## src/rtl/robot_icon_pipe.sv

```systemverilog
// Robot icon overlay pipeline.
// Draws an S x S robot icon at the screen position of the robot's world cell.
// The pixel that marks the robot's heading is drawn in a separate colour and
// can blink. Frame-coherent shadow copies of the robot state make sure the
// icon never tears mid-frame. Two register stages give a fixed 2-cycle latency.

module robot_icon_pipe #(
    parameter int          SCALING_FACTOR = 6,
    parameter int          MARGIN_X       = 128,
    parameter int          MARGIN_Y       = 0,
    parameter logic [11:0] BODY_COLOR     = 12'h0F0,
    parameter logic [11:0] HEAD_COLOR     = 12'hF0F,
    parameter int          BLINK_FRAMES   = 30
) (
    input  logic        clk,
    input  logic        reset_n,
    input  logic        frame_start,
    input  logic        pix_valid,
    input  logic [11:0] pixel_row,
    input  logic [11:0] pixel_column,
    input  logic [7:0]  LocX_reg,
    input  logic [7:0]  LocY_reg,
    input  logic [7:0]  BotInfo_reg,
    input  logic        blink_en,
    output logic        icon_valid,
    output logic [11:0] icon,
    output logic        icon_opaque
);

    // 16-bit coordinate arithmetic: the icon's far edge can reach 4096 and the
    // margin is added on top, so 12 bits would wrap into the visible area.
    localparam int CW = 16;

    localparam logic [CW-1:0] SCALE_W  = CW'(SCALING_FACTOR);
    localparam logic [CW-1:0] MARGIN_XW = CW'(MARGIN_X);
    localparam logic [CW-1:0] MARGIN_YW = CW'(MARGIN_Y);

    // Offsets inside the icon never exceed 15, so 4 bits hold them.
    localparam logic [3:0] EDGE_LAST = 4'(SCALING_FACTOR - 1);

    // Middle pixel(s) of an edge: two for even sizes, one for odd sizes.
    localparam logic [3:0] MID_LO = (SCALING_FACTOR % 2 == 0) ? 4'(SCALING_FACTOR / 2 - 1)
                                                              : 4'((SCALING_FACTOR - 1) / 2);
    localparam logic [3:0] MID_HI = (SCALING_FACTOR % 2 == 0) ? 4'(SCALING_FACTOR / 2)
                                                              : 4'((SCALING_FACTOR - 1) / 2);

    localparam logic [7:0] BLINK_LAST = 8'(BLINK_FRAMES - 1);

    // ------------------------------------------------------------------
    // Frame-coherent robot state and blink timing
    // ------------------------------------------------------------------
    logic [7:0] loc_x_q;
    logic [7:0] loc_y_q;
    logic [2:0] orient_q;
    logic [7:0] blink_cnt_q;
    logic       blink_phase_q;
    logic       hide_head;

    // Upper BotInfo bits carry information this block does not draw.
    logic       botinfo_unused;
    assign botinfo_unused = ^BotInfo_reg[7:3];

    // Shadow copies of the robot position/heading, refreshed only at frame start.
    always_ff @(posedge clk) begin
        if (!reset_n) begin
            loc_x_q  <= '0;
            loc_y_q  <= '0;
            orient_q <= '0;
        end else if (frame_start) begin
            loc_x_q  <= LocX_reg;
            loc_y_q  <= LocY_reg;
            orient_q <= BotInfo_reg[2:0];
        end
    end

    // Frame counter and phase toggling every BLINK_FRAMES frames while blinking is on.
    always_ff @(posedge clk) begin
        if (!reset_n || !blink_en) begin
            blink_cnt_q   <= '0;
            blink_phase_q <= 1'b0;
        end else if (frame_start) begin
            if (blink_cnt_q == BLINK_LAST) begin
                blink_cnt_q   <= '0;
                blink_phase_q <= ~blink_phase_q;
            end else begin
                blink_cnt_q <= blink_cnt_q + 8'd1;
            end
        end
    end

    // Gating on the live blink_en makes the head reappear as soon as blinking stops.
    assign hide_head = blink_en & blink_phase_q;

    // ------------------------------------------------------------------
    // Stage 0: position test against the current shadow state
    // ------------------------------------------------------------------
    logic [CW-1:0] origin_x;
    logic [CW-1:0] origin_y;
    logic [CW-1:0] col_ext;
    logic [CW-1:0] row_ext;
    logic [CW-1:0] dx_full;
    logic [CW-1:0] dy_full;
    logic          inside_x;
    logic          inside_y;

    // Screen origin of the icon and the pixel's unsigned offset from it; the
    // explicit >= test keeps pixels left/above the icon from wrapping inside.
    always_comb begin
        origin_x = MARGIN_XW + SCALE_W * {8'd0, loc_x_q};
        origin_y = MARGIN_YW + SCALE_W * {8'd0, loc_y_q};
        col_ext  = {4'd0, pixel_column};
        row_ext  = {4'd0, pixel_row};
        dx_full  = col_ext - origin_x;
        dy_full  = row_ext - origin_y;
        inside_x = (col_ext >= origin_x) && (dx_full < SCALE_W);
        inside_y = (row_ext >= origin_y) && (dy_full < SCALE_W);
    end

    // ------------------------------------------------------------------
    // Stage 1 register
    // ------------------------------------------------------------------
    logic       s1_valid;
    logic       s1_inside;
    logic [3:0] s1_dx;
    logic [3:0] s1_dy;
    logic [2:0] s1_orient;
    logic       s1_hide;

    // Capture the geometric result together with the state it was judged against.
    always_ff @(posedge clk) begin
        if (!reset_n) begin
            s1_valid  <= 1'b0;
            s1_inside <= 1'b0;
            s1_dx     <= '0;
            s1_dy     <= '0;
            s1_orient <= '0;
            s1_hide   <= 1'b0;
        end else begin
            s1_valid  <= pix_valid;
            s1_inside <= pix_valid & inside_x & inside_y;
            s1_dx     <= dx_full[3:0];
            s1_dy     <= dy_full[3:0];
            s1_orient <= orient_q;
            s1_hide   <= hide_head;
        end
    end

    // ------------------------------------------------------------------
    // Stage 1 -> 2: head pixel classification and colour
    // ------------------------------------------------------------------
    logic        mid_x;
    logic        mid_y;
    logic        is_head;
    logic [11:0] s1_color;

    // Pick the heading marker pixels for the captured orientation.
    always_comb begin
        mid_x   = (s1_dx == MID_LO) || (s1_dx == MID_HI);
        mid_y   = (s1_dy == MID_LO) || (s1_dy == MID_HI);
        is_head = 1'b0;
        case (s1_orient)
            3'd0: is_head = (s1_dy == 4'd0)      && mid_x;
            3'd1: is_head = (s1_dy == 4'd0)      && (s1_dx == EDGE_LAST);
            3'd2: is_head = (s1_dx == EDGE_LAST) && mid_y;
            3'd3: is_head = (s1_dx == EDGE_LAST) && (s1_dy == EDGE_LAST);
            3'd4: is_head = (s1_dy == EDGE_LAST) && mid_x;
            3'd5: is_head = (s1_dy == EDGE_LAST) && (s1_dx == 4'd0);
            3'd6: is_head = (s1_dx == 4'd0)      && mid_y;
            default: is_head = (s1_dx == 4'd0)   && (s1_dy == 4'd0);
        endcase

        s1_color = 12'h000;
        if (s1_inside) begin
            s1_color = (is_head && !s1_hide) ? HEAD_COLOR : BODY_COLOR;
        end
    end

    // ------------------------------------------------------------------
    // Stage 2 register (outputs)
    // ------------------------------------------------------------------

    // Register the final colour; transparent pixels are forced to black.
    always_ff @(posedge clk) begin
        if (!reset_n) begin
            icon_valid  <= 1'b0;
            icon        <= 12'h000;
            icon_opaque <= 1'b0;
        end else begin
            icon_valid  <= s1_valid;
            icon        <= s1_color;
            icon_opaque <= s1_inside;
        end
    end

endmodule

```

## config.mk

```make
export PLATFORM = sky130hd
export DESIGN_NAME = robot_icon_pipe
export DESIGN_NICKNAME = d
export VERILOG_FILES = /design/src/rtl/robot_icon_pipe.sv
export SDC_FILE = /design/constraint.sdc
export NUM_CORES = 1
export LEC_CHECK = 0
export CORE_ASPECT_RATIO = 0.9
export CORE_UTILIZATION = 30
export DETAILED_ROUTE_END_ITERATION = 6
export SYNTH_ARGS = -nofsm -noshare
export SYNTH_HDL_FRONTEND = slang
export SYNTH_SLANG_ARGS = --single-unit
```

## constraint.sdc

```tcl
create_clock -name clk -period 7.1 [get_ports clk]
set_clock_uncertainty 0.2 [all_clocks]
set_input_delay 1.42 -clock clk [delete_from_list [all_inputs] [get_ports clk]]
set_output_delay 1.42 -clock clk [all_outputs]
set_load 0.01 [all_outputs]
```

==> results_dict.tcl <==
set metrics [dict create \
    status "complete, no violations" \
    clock_sink_count 46 \
    rsz0062_at_grt "no" \
    fmax_ghz 0.228 \
    setup_violations 0 \
    layout-drive-gt1-share 0.0385 \
    syn_inst 387 \
    timing.final.crit_period_ns 4.38 \
    grt_usage 0.127 \
    cts_setup_buffers 0 \
    synth_flop_cell "dfxtp_1" \
    p_per_area_nw_per_um2 176 \
    cts_hold_buf 0 \
    cts.repair.resized 0 \
    critPathKind "input port to flop" \
    fin_crit_sh 0.617 \
    rows 36 \
    endpoint "s1_inside" \
    grt_overflow 0 \
    htreeDepth 2 \
    reg2reg_slack_ns 2.75 \
    worstSkewPairLatency_ns 0.28 \
    power_mw 0.750 \
    vias_per_cell 4.68 \
    drc 0 \
    setup.worst_path.end_class "flop" \
    slew_headroom 0.638 \
    die_area_um2 11700 \
    die_h_um 103 \
    numCtsBuffers 5 \
    nFillCells 1134 \
    core_um2 10900 \
    detail_route.wirelength_mm 7.38 \
    drtIter0Drc 78 \
    synth_cell_type_count 54 \
    final_nets 539 \
    synth_edf_count 0 \
    worst-path-max-fanout 2 \
    drv_slew 0 \
    tns_ns 0 \
    synthToLayoutAreaGrowth_pct 25.3 \
    report.final.hold_viol_count 0 \
    grt_pass1_wl_mm 12.0 \
    dieWidth_um 114 \
    peakVddDrop_mv 0.0982 \
    hold_path_class "flop to flop" \
    dpl.hpwl_mm 5.96 \
    crit_required_ns 7.04 \
    synth-seq-area-share 0.271 \
    max_slew.worst_pin.slew_ns 0.536 \
    num_antenna_cells 0 \
    r2r-start "loc_y_q[1]" \
    first_pass_iters 4 \
    reg2reg_to "s1_inside" \
    clkTransAtPathRegs_ns 0.06 \
    reg2reg_depth 16 \
    critPathLaunchType "input port" \
    power.leakage_nw 1.77 \
    syn_nets 486 \
    syn_area_um2 3390 \
    layout_commonest_cell "clkdlybuf4s50_1" \
    start_util 0.311 \
    tritoncts "built" \
    yosys_warnings 0 \
    ios 67 \
    crit_start "pixel_row[1]" \
    grt_start_max_net_pins 37 \
    async_reset_ff_frac 0 \
    port_buffers 61 \
    ys_ff_latch 46 \
    cp_data_arrival_time_ns 4.32 \
    ant_nets 0 \
    clockBufferDepth 2 \
    cap_violations 0 \
    syn_area_per_cell_um2 8.77 \
    grt_pass1_vias 2698 \
    vias 2776 \
    routabilityCongestion 0.821 \
    clockRootBuffer "clkbuf_16" \
    final_cell_mix "clkdlybuf4s50_1 (61), dfxtp_1 (46), ha_1 (42), nor2b_1 (31), inv_1 (28)" \
    antenna_found_initial 0 \
    routedWlPerCell_um 12.4 \
]
worst max-delay path: stages:
cell and delay [ns]:
clkdlybuf4s50_1 0.46, inv_1 0.05, ha_1 0.22, fa_1 0.40, xnor2_1 0.16, or4_1 0.48
a21oi_1 0.13, o2111ai_1 0.16, a2111oi_2 0.30, nand4_1 0.13, nor4b_1 0.41
how the worst min path moves through the flow:
stage,start,to,depth (start not counted)
6_report,s1_valid,icon_valid,1
5_1_grt,s1_valid,icon_valid,1
4_1_cts,s1_valid,icon_valid,1
3_5_place_dp,s1_valid,icon_valid,1
3_3_place_gp,s1_valid,icon_valid,1
2_1_floorplan,s1_valid,icon_valid,1
sequential cells by signal (all words and copies together), names as in the netlist:
name and flops:
blink_phase_q 1, s1_dx 4, icon 2, icon_opaque 1
s1_dy 4, loc_x_q 8, s1_orient 3, icon_valid 1
orient_q 3, s1_inside 1, s1_valid 1, blink_cnt_q 8
loc_y_q 8, s1_hide 1
power by group:
group	internal, mW	switching [mW]	total [mW]
sequential	0.271	0.0118	0.283
combinational	0.120	0.120	0.240
clock	0.130	0.0970	0.227
kinds of logic (layout without fill, tap and decap cells):
family,count (synthesis),after routing,synth area share
fa+ha+maj,46,46,0.178
compound gates,79,79,0.150
simple gates,123,123,0.206
buf+inv,45,99,0.0612
mux,23,23,0.0682
flops,46,46,0.271
xor+xnor,25,25,0.0645
per-stage QoR:
stage	instances	utilization	setup slack (ns)	area, um2	hold WS [ns]
6_report	593	0.390	2.72	4250	0.237
5_1_grt	593	0.390	2.37	4250	0.268
4_1_cts	593	0.390	2.71	4250	0.235
3_5_place_dp	585	0.377	2.44	4110	0.219
3_3_place_gp	585	0.377	2.41	4110	0.222
2_1_floorplan	387	-	3.34	3390	0.212
Yosys cell counts (6+ instances only):
cell type / count / area share
nand4_1: 6 / 0.011
dfxtp_1: 46 / 0.27
nor2b_1: 31 / 0.057
mux2i_1: 22 / 0.065
clkbuf_1: 6 / 0.0066
ha_1: 42 / 0.15
o21ai_0: 23 / 0.034
nor3_1: 6 / 0.0088
buf_4: 10 / 0.022
nand2b_1: 7 / 0.013
a21oi_1: 18 / 0.027
inv_1: 28 / 0.031
and2_1: 11 / 0.020
nand3_1: 6 / 0.0088
xor2_1: 10 / 0.026
nand2_1: 6 / 0.0066
xnor2_1: 15 / 0.039
nor2_1: 24 / 0.027
a31oi_1: 6 / 0.011
layout make-up:
class	count	area, um2	share of cell area
inverters	28	105	0.0247
clock inverters	3	21.3	0.00500
multi-input cells	296	2260	0.533
well taps	152	190	0.0447
clock buffers	5	125	0.0294
repair buffers	63	626	0.147
flip-flops and latches	46	921	0.217
metal layers:
metal | vias up | routed length (um) | GRT usage
li1 | 1468 | - | -
met1 | 1249 | 3700 | 0.160
met2 | 55 | 3350 | 0.221
met3 | 4 | 289 | 0.0335
met4 | 0 | 41 | 0.0240
met5 | - | 0 | 0
Power figures use the tool's default switching activity.
